`src/rtl/lookupflow_learn_if.sv`:
```
// Lookup request/response bundle between the rx parser,
// the learning MAC table and the forwarding crossbar.
interface lookupflow_learn_if #(
  parameter int NPORT = 4,
  parameter int CW    = 4
);
  logic             req;
  logic [95:0]      tuple;
  logic [NPORT-1:0] src_port;
  logic             cmd_mode;
  logic [NPORT-1:0] cmd_fwd_port;
  logic             flush;
  logic             ack;
  logic [NPORT-1:0] fwd_port;
  logic             hit;
  logic             busy;
  logic [CW-1:0]    entry_count;

  modport master (
    output req, tuple, src_port, cmd_mode,
    output cmd_fwd_port, flush,
    input  ack, fwd_port, hit, busy, entry_count
  );

  modport slave (
    input  req, tuple, src_port, cmd_mode,
    input  cmd_fwd_port, flush,
    output ack, fwd_port, hit, busy, entry_count
  );
endinterface

```
`src/rtl/lookupflow_learn.sv`:
```
// Learning MAC table: src learning, station move, aging, flush.
// Three-cycle lookup returning a forward port mask per request.
module lookupflow_learn #(
  parameter int NPORT    = 4,
  parameter int DEPTH    = 8,
  parameter int AGE_W    = 4,
  parameter int AGE_TICK = 1000000
) (
  input logic          sys_clk,
  input logic          sys_rst_n,
  lookupflow_learn_if.slave bus
);
  localparam int IW = (DEPTH > 1) ? $clog2(DEPTH) : 1;
  localparam int CW = $clog2(DEPTH + 1);
  localparam int PW = $clog2(AGE_TICK);
  localparam logic [AGE_W-1:0] AGE_MAX = '1;

  typedef enum logic [1:0] {
    S_IDLE, S_LOOKUP, S_RESP
  } state_e;

  state_e           state_q, state_d;
  logic             busy_q, busy_d;
  logic             ack_q, ack_d;
  logic             hit_q, hit_d;
  logic [NPORT-1:0] fwd_q, fwd_d;
  logic [CW-1:0]    cnt_q, cnt_d;
  logic [PW-1:0]    presc_q, presc_d;
  logic [IW-1:0]    rptr_q, rptr_d;

  logic [47:0]      dst_q, dst_d;
  logic [47:0]      src_q, src_d;
  logic [NPORT-1:0] sport_q, sport_d;
  logic             mode_q, mode_d;
  logic [NPORT-1:0] cfwd_q, cfwd_d;

  logic             dhit_q, dhit_d;
  logic [NPORT-1:0] dport_q, dport_d;
  logic             shit_q, shit_d;
  logic [IW-1:0]    sidx_q, sidx_d;

  logic [DEPTH-1:0] valid_q, valid_d;
  logic [47:0]      mac_q  [DEPTH];
  logic [47:0]      mac_d  [DEPTH];
  logic [NPORT-1:0] port_q [DEPTH];
  logic [NPORT-1:0] port_d [DEPTH];
  logic [AGE_W-1:0] age_q  [DEPTH];
  logic [AGE_W-1:0] age_d  [DEPTH];

  logic             tick;
  logic             dm_any, sm_any, free_any;
  logic [NPORT-1:0] dm_port;
  logic [IW-1:0]    sm_idx, free_idx, widx;
  logic             learn_en;

  assign tick = (presc_q == PW'(AGE_TICK - 1));

  always_comb begin
    dm_any   = 1'b0;
    dm_port  = '0;
    sm_any   = 1'b0;
    sm_idx   = '0;
    free_any = 1'b0;
    free_idx = '0;
    cnt_d    = '0;
    for (int i = 0; i < DEPTH; i++) begin
      if (valid_q[i] && mac_q[i] == dst_q) begin
        dm_any  = 1'b1;
        dm_port = port_q[i];
      end
      if (valid_q[i] && mac_q[i] == src_q) begin
        sm_any = 1'b1;
        sm_idx = IW'(i);
      end
      cnt_d = cnt_d + CW'(valid_q[i]);
    end
    for (int i = DEPTH - 1; i >= 0; i--) begin
      if (!valid_q[i]) begin
        free_any = 1'b1;
        free_idx = IW'(i);
      end
    end
  end

  always_comb begin
    state_d  = state_q;
    busy_d   = busy_q;
    ack_d    = 1'b0;
    hit_d    = hit_q;
    fwd_d    = fwd_q;
    presc_d  = tick ? '0 : presc_q + PW'(1);
    rptr_d   = rptr_q;
    dst_d    = dst_q;
    src_d    = src_q;
    sport_d  = sport_q;
    mode_d   = mode_q;
    cfwd_d   = cfwd_q;
    dhit_d   = dhit_q;
    dport_d  = dport_q;
    shit_d   = shit_q;
    sidx_d   = sidx_q;
    valid_d  = valid_q;
    mac_d    = mac_q;
    port_d   = port_q;
    age_d    = age_q;
    learn_en = 1'b0;
    widx     = '0;

    if (tick) begin
      for (int i = 0; i < DEPTH; i++) begin
        if (valid_q[i]) begin
          age_d[i] = age_q[i] - AGE_W'(1);
          if (age_q[i] == AGE_W'(1)) valid_d[i] = 1'b0;
        end
      end
    end

    unique case (state_q)
      S_IDLE: begin
        if (bus.req) begin
          dst_d   = bus.tuple[95:48];
          src_d   = bus.tuple[47:0];
          sport_d = bus.src_port;
          mode_d  = bus.cmd_mode;
          cfwd_d  = bus.cmd_fwd_port;
          busy_d  = 1'b1;
          state_d = S_LOOKUP;
        end
      end
      S_LOOKUP: begin
        dhit_d  = dm_any;
        dport_d = dm_port;
        shit_d  = sm_any;
        sidx_d  = sm_idx;
        state_d = S_RESP;
      end
      S_RESP: begin
        ack_d   = 1'b1;
        busy_d  = 1'b0;
        state_d = S_IDLE;
        hit_d   = 1'b0;
        if (!mode_q) begin
          fwd_d = cfwd_q;
        end else if (dst_q[40]) begin
          fwd_d = ~sport_q;
        end else if (dhit_q) begin
          hit_d = 1'b1;
          fwd_d = (dport_q == sport_q) ? '0 : dport_q;
        end else begin
          fwd_d = ~sport_q;
        end
        learn_en = mode_q && !src_q[40] &&
                   $onehot(sport_q) && !bus.flush;
      end
      default: state_d = S_IDLE;
    endcase

    // refresh/replace overrides the aging decrement above
    if (learn_en) begin
      if (shit_q) begin
        widx = sidx_q;
      end else if (free_any) begin
        widx = free_idx;
      end else begin
        widx   = rptr_q;
        rptr_d = (rptr_q == IW'(DEPTH - 1)) ?
                 '0 : rptr_q + IW'(1);
      end
      valid_d[widx] = 1'b1;
      mac_d[widx]   = src_q;
      port_d[widx]  = sport_q;
      age_d[widx]   = AGE_MAX;
    end

    if (bus.flush) begin
      valid_d = '0;
      for (int i = 0; i < DEPTH; i++) age_d[i] = '0;
    end
  end

  always_ff @(posedge sys_clk or negedge sys_rst_n) begin
    if (!sys_rst_n) begin
      state_q <= S_IDLE;
      busy_q  <= 1'b0;
      ack_q   <= 1'b0;
      hit_q   <= 1'b0;
      fwd_q   <= '0;
      cnt_q   <= '0;
      presc_q <= '0;
      rptr_q  <= '0;
      dst_q   <= '0;
      src_q   <= '0;
      sport_q <= '0;
      mode_q  <= 1'b0;
      cfwd_q  <= '0;
      dhit_q  <= 1'b0;
      dport_q <= '0;
      shit_q  <= 1'b0;
      sidx_q  <= '0;
      valid_q <= '0;
      for (int i = 0; i < DEPTH; i++) begin
        mac_q[i]  <= '0;
        port_q[i] <= '0;
        age_q[i]  <= '0;
      end
    end else begin
      state_q <= state_d;
      busy_q  <= busy_d;
      ack_q   <= ack_d;
      hit_q   <= hit_d;
      fwd_q   <= fwd_d;
      cnt_q   <= cnt_d;
      presc_q <= presc_d;
      rptr_q  <= rptr_d;
      dst_q   <= dst_d;
      src_q   <= src_d;
      sport_q <= sport_d;
      mode_q  <= mode_d;
      cfwd_q  <= cfwd_d;
      dhit_q  <= dhit_d;
      dport_q <= dport_d;
      shit_q  <= shit_d;
      sidx_q  <= sidx_d;
      valid_q <= valid_d;
      mac_q   <= mac_d;
      port_q  <= port_d;
      age_q   <= age_d;
    end
  end

  assign bus.ack         = ack_q;
  assign bus.fwd_port    = fwd_q;
  assign bus.hit         = hit_q;
  assign bus.busy        = busy_q;
  assign bus.entry_count = cnt_q;
endmodule

```
`src/flat_wrapper.sv`:
```
// flat-port wrapper written by rule: the top's interface ports become plain ports
module lookupflow_learn_flat 
#(
  parameter int NPORT    = 4,
  parameter int DEPTH    = 8,
  parameter int AGE_W    = 4,
  parameter int AGE_TICK = 1000000
)
  (sys_clk, sys_rst_n, bus_req, bus_tuple, bus_src_port, bus_cmd_mode, bus_cmd_fwd_port, bus_flush, bus_ack, bus_fwd_port, bus_hit, bus_busy, bus_entry_count);
  lookupflow_learn_if #(.NPORT(NPORT)) bus_i ();
  input logic sys_clk;
  input logic sys_rst_n;
  input wire logic [$bits(bus_i.req)-1:0] bus_req;
  input wire logic [$bits(bus_i.tuple)-1:0] bus_tuple;
  input wire logic [$bits(bus_i.src_port)-1:0] bus_src_port;
  input wire logic [$bits(bus_i.cmd_mode)-1:0] bus_cmd_mode;
  input wire logic [$bits(bus_i.cmd_fwd_port)-1:0] bus_cmd_fwd_port;
  input wire logic [$bits(bus_i.flush)-1:0] bus_flush;
  output wire logic [$bits(bus_i.ack)-1:0] bus_ack;
  output wire logic [$bits(bus_i.fwd_port)-1:0] bus_fwd_port;
  output wire logic [$bits(bus_i.hit)-1:0] bus_hit;
  output wire logic [$bits(bus_i.busy)-1:0] bus_busy;
  output wire logic [$bits(bus_i.entry_count)-1:0] bus_entry_count;
  assign bus_i.req = bus_req;
  assign bus_i.tuple = bus_tuple;
  assign bus_i.src_port = bus_src_port;
  assign bus_i.cmd_mode = bus_cmd_mode;
  assign bus_i.cmd_fwd_port = bus_cmd_fwd_port;
  assign bus_i.flush = bus_flush;
  assign bus_ack = bus_i.ack;
  assign bus_fwd_port = bus_i.fwd_port;
  assign bus_hit = bus_i.hit;
  assign bus_busy = bus_i.busy;
  assign bus_entry_count = bus_i.entry_count;
  lookupflow_learn #(.NPORT(NPORT), .DEPTH(DEPTH), .AGE_W(AGE_W), .AGE_TICK(AGE_TICK)) u_core (.sys_clk(sys_clk), .sys_rst_n(sys_rst_n), .bus(bus_i));
endmodule
```
`config.mk`:
```
export PLATFORM = sky130hd
export DESIGN_NAME = lookupflow_learn_flat
export DESIGN_NICKNAME = d
export VERILOG_FILES = /design/src/rtl/lookupflow_learn_if.sv /design/src/rtl/lookupflow_learn.sv /design/src/flat_wrapper.sv
export SDC_FILE = /design/constraint.sdc
export NUM_CORES = 2
export LEC_CHECK = 0
export ABC_AREA = 1
export BUFFER_PORTS_ARGS = -buffer_cell sky130_fd_sc_hd__buf_2
export CAP_MARGIN = 20
export CORE_MARGIN = 2
export CORE_UTILIZATION = 42
export DETAILED_ROUTE_END_ITERATION = 16
export PLACE_DENSITY = 0.63
export SLEW_MARGIN = 20
export SYNTH_ARGS = -nofsm -noshare
export SYNTH_HDL_FRONTEND = slang
export SYNTH_SLANG_ARGS = --single-unit
export TNS_END_PERCENT = 5
```
`constraint.sdc`:
```
create_clock -name sys_clk -period 3.5 [get_ports sys_clk]
set_clock_uncertainty 0.2 [all_clocks]
set_input_delay 0.175 -clock sys_clk [delete_from_list [all_inputs] [get_ports sys_clk]]
set_output_delay 0.175 -clock sys_clk [all_outputs]
set_load 0.02 [all_outputs]
```
==> results.md <==
- The flow ran to the end, and the final reports show no timing, DRC or antenna violations.
- After layout, the worst path uses 95.2% of the clock period.
- Routability-driven placement finished with a final weighted congestion of 1.23.
- The total wire length after detailed routing is between 200 and 250 mm.
- Hold repair after CTS inserted 114 buffers.
- The clock passes through at most 3 buffers.
- The sink count of the clock tree is 606.
- The clock transition at the register clock pins on the worst setup and hold paths after CTS is 70 ps.
- At the pin with the least slew margin, the transition time is 928 ps.
- The floorplan row count is between 100 and 150.
- Across the VDD grid, the largest voltage drop is approximately 0.0005 V.
- The startpoint identified for the worst register-to-register timing path is u_core.dst_q[1].
- The total overflow left after global routing is 0.
- Once the floorplan was initialized, standard cells occupied 42.3% of the core.
- Ranked by total cell area, the synthesized netlist is headed by sky130_fd_sc_hd__dfrtp_1 45%, sky130_fd_sc_hd__nand2_1 15%, sky130_fd_sc_hd__o21ai_0 8.8%, sky130_fd_sc_hd__nor2_1 5.0%, sky130_fd_sc_hd__inv_1 4.5%.
- The area growth from synthesis to layout is 25.9%.
- The critical path contains buffers and inverters numbering 6 combined.
- The worst hold path terminates at u_core.dst_q[27].
- The remaining antenna violation count after routing is 0.
- For the worst setup path, the data required time is 3860 ps.
- The first TritonRoute pass finished after 10 iterations.
- Entering global routing, the biggest net connects 100 pins.
- The maximum frequency from static timing analysis is 0.300 GHz.
- The width of the chip is 289 um.
- Among all stages on the critical path, the largest delay is contributed by sky130_fd_sc_hd__dfrtp_1.
- Post-CTS timing repair inserted 0 buffers for setup.
- The top cell family by delay on the critical path is simple AND/OR/NAND/NOR gates.
- In this run the count of I/O pins placed on the die edge is 120.
- Across all hold checks on the routed design, the worst slack comes to 43.5 ps.
- Across every metal layer, demand over resource in global routing totals ~53%.
- The number of design rule violations left after detail routing is 0.
- The total power consumption of the routed design is 0.0289 W.
- The via density per instance is 6.17.
- After clock tree synthesis, the repair step resized 0 gates.
- In this run, synthesis inferred 0 flip-flops with an integrated enable.
- The final layout net count is ~5,300.
- Counting tap cells, the placed design contains a total of roughly 6,000 instances.
- Summing over every cut layer, the via total after detailed routing is 38,900.
- Setup repair after global routing left no endpoint under its margin.
- The cell type with the highest aggregate area in the netlist is sky130_fd_sc_hd__dfrtp_1.
- The wire length of the first global-routing pass is between 200 and 300 mm.
- The startpoint identified for the worst hold timing path is bus_tuple[75].
- The max-cap violation count is 0.
- The number of endpoints with negative hold slack in the final report was 0.
- The clock root buffer master is sky130_fd_sc_hd__clkbuf_16.
- The detailed placement HPWL is 175 mm.
- The total number of yosys warnings is 0.
- In this run, synthesis produced a sequential element count of between 600 and 700.
- Clock latency on the worst-skew pair, taken at its later pin, is 680 ps.
- The cell repeated most along the worst path is sky130_fd_sc_hd__nand2_1.
- Headroom to the max-slew limit came out at 38.1%.
- The worst setup path is captured at a register.
- The number of antenna violations at the first check in global routing was 15.
- The worst path in the final design needs a cycle of 3330 ps, including I/O delays and setup.
- The layout has 7,803 filler cells.
- The mean routed wirelength per cell is ~36 um.
- The worst hold path cell count is 4.
- The final-report max-slew violation count is 0.
- The synthesized netlist net count is 4,761.
- The number of global-route vias before repair is 35,300.
- After routing, the total negative slack on setup checks comes to 0 ps.
- Setup violations remaining at the end of the flow were counted as 0.
- The number of clock buffers added by TritonCTS is just over 70.
- Of all nets on the critical path, the largest fanout is 7.
- The stage delay of the slowest cell on the critical path is roughly 380 ps.
- The height of the chip is roughly 290 um.
- In this run the worst hold path is classified as in2reg.
- The commonest cells after synthesis are 1,347 x sky130_fd_sc_hd__nand2_1, 606 x sky130_fd_sc_hd__dfrtp_1, 601 x sky130_fd_sc_hd__o21ai_0, 452 x sky130_fd_sc_hd__nor2_1, 407 x sky130_fd_sc_hd__inv_1.
- The die area is 83,300 um^2.
- The signal arrival time at the worst endpoint is about 3700 ps.
- Walking the worst path, the cells encountered are clkinv_1 > buf_4 > o22ai_1 > buf_4 > nor2_1 > nand2_1 > nor2_1 > nand2_1 > nor2_1 > buf_4 > nand2_1 > buf_4 > nand2_1 > inv_1 > nand2_1 > nor2_1 > nand2_1 > nand2_1 > nand2_1.
- The post-synthesis cell type count is between 40 and 50.
- Once layout is complete, the utilization of the core stands at 53.3%.
- The per-instance average area after synthesis is 7.36 um^2.
- The cell area after technology mapping is 34,000 um^2.
- TritonCTS built the clock tree.
- The proportion of synthesized chip area in sequential cells is 44.6%.
- The dominant synthesized flop cell is sky130_fd_sc_hd__dfrtp_1.
- The total number of H-tree levels is 3.
- For the worst flop-to-flop path, the logic depth is 19.
- STA classifies the critical path startpoint as a register.
- Of the cells placed in the final design, the portion with a size suffix greater than 1 is 14.8%.
- The total power density per cell area is about 680 nW/um^2.
- The setup slack of the most critical reg-to-reg path is around 170 ps.
- Excluding fillers, the count of instances in the completed layout stands at 6,303.
- The critical path in this run is classified as reg2reg.
- The top cell type by area accounts for 44.6% of the synthesized area.
- For this design the static power due to leakage is 19.8 nW.
- The count of buffers from port buffering is 119.
- In this run the critical register-to-register path is captured at u_core.dport_q[3].
- The placeable core area is 80,400 um^2.
- Counting flops with an async set or reset pin after synthesis yields a share of 100%.
- The leading cell type by number of instances after synthesis is sky130_fd_sc_hd__nand2_1.
- The post-synthesis instance total is 4,622.
- The detailed router finished its first iteration with a little under 7,000 violations.
-- through the flow --
| stage | area [um^2] | worst slack, ps |
|---|---|---|
| 2_1_floorplan | 34000 | 597 |
| 3_3_place_gp | 39100 | 236 |
| 3_5_place_dp | 39100 | 218 |
| 4_1_cts | 42800 | 215 |
| 5_1_grt | 42800 | 54.2 |
| 6_report | 42800 | 167 |
-- worst max-delay path by stage --
stage	from	end	slack (ps)	depth (start not counted)
global route	u_core.sport_q[0]	u_core.mac_q[352]	50	11
finish	u_core.dst_q[1]	u_core.dport_q[3]	170	19
detailed placement	u_core.sport_q[0]	u_core.mac_q[353]	220	11
global placement	u_core.sport_q[0]	u_core.mac_q[344]	240	11
floorplan	u_core.sport_q[0]	u_core.mac_q[211]	600	12
CTS	u_core.sport_q[0]	u_core.mac_q[353]	210	10
-- cells in the final DEF, fill, tap and decap left out, drive strengths merged --
cell type       n
a211oi          4
a21boi          4
a21oi          82
a221oi          9
a22o            3
a31oi           1
and2            2
buf           618
bufinv         13
clkbuf         94
clkinv         37
clkinvlp        4
dfrtp         606
diode          14
dlygate4sd3   113
fa              5
ha             25
inv           421
nand2        1356
nand3          93
nand3b          5
nand4          28
nor2          460
nor3           41
nor3b           4
nor4           20
o2111ai         4
o211ai          8
o21ai         693
o221ai          1
o22ai         234
or2            14
xnor2         101
xor2          126
-- power breakdown --
part | total, W | switching (W) | internal (W)
registers | 0.00901 | 0.00127 | 0.00774
clock network | 0.00838 | 0.00343 | 0.00496
logic | 0.0116 | 0.00805 | 0.00350
-- routing by layer --
| metal | vias up | GRT usage [%] | part of all wire [%] |
|---|---|---|---|
| met4 | 12 | 36.2 | 8.9 |
| met3 | 776 | 25.5 | 16 |
| met5 | - | 0 | 0.043 |
| met1 | 18600 | 68.8 | 37 |
| li1 | 16000 | - | - |
| met2 | 3405 | 69.2 | 37 |
-- area by class of cell --
cell class	count	area, um^2	share of cell area (%)
Multi-Input combinational cell	3323	16100	37.6
Antenna cell	14	35.0	0.0818
Inverter	439	1650	3.86
Timing Repair Buffer	731	5990	14.0
Clock inverter	36	572	1.34
Clock buffer	94	1970	4.59
Sequential cell	606	15200	35.4
Tap cell	1060	1330	3.10
-- registers in the layout, summed over array words and instances (netlist names), 2 cells and up --
signal	flops
u_core.age_q	32
u_core.bus.entry_count	4
u_core.bus.fwd_port	4
u_core.cfwd_q	4
u_core.dport_q	4
u_core.dst_q	48
u_core.mac_q	384
u_core.port_q	32
u_core.presc_q	20
u_core.rptr_q	3
u_core.sidx_q	3
u_core.sport_q	4
u_core.src_q	48
u_core.state_q	2
u_core.valid_q	8
-- worst reg2reg max path, cell delays in order (launching register included) --
cell and delay, ps:
sky130_fd_sc_hd__dfrtp_1 380, sky130_fd_sc_hd__clkinv_1 100, sky130_fd_sc_hd__buf_4 190, sky130_fd_sc_hd__o22ai_1 370, sky130_fd_sc_hd__buf_4 210, sky130_fd_sc_hd__nor2_1 40, sky130_fd_sc_hd__nand2_1 70, sky130_fd_sc_hd__nor2_1 40
sky130_fd_sc_hd__nand2_1 330, sky130_fd_sc_hd__nor2_1 130, sky130_fd_sc_hd__buf_4 190, sky130_fd_sc_hd__nand2_1 80, sky130_fd_sc_hd__buf_4 170, sky130_fd_sc_hd__nand2_1 120, sky130_fd_sc_hd__inv_1 120, sky130_fd_sc_hd__nand2_1 50
sky130_fd_sc_hd__nor2_1 230, sky130_fd_sc_hd__nand2_1 100, sky130_fd_sc_hd__nand2_1 70, sky130_fd_sc_hd__nand2_1 50
-- cell families (layout without fill, tap and decap cells) --
family / after synthesis / count (layout) / share of synthesized area (%)
flops: 606 / 606 / 44.6
simple gates: 2023 / 2023 / 23.6
fa+ha+maj: 30 / 30 / 1.21
compound gates: 1043 / 1043 / 16.6
other cells: 0 / 14 / 0
xor+xnor: 227 / 227 / 5.84
buf+inv: 693 / 1300 / 8.18
Note: power is estimated with default switching activity, not from simulation.
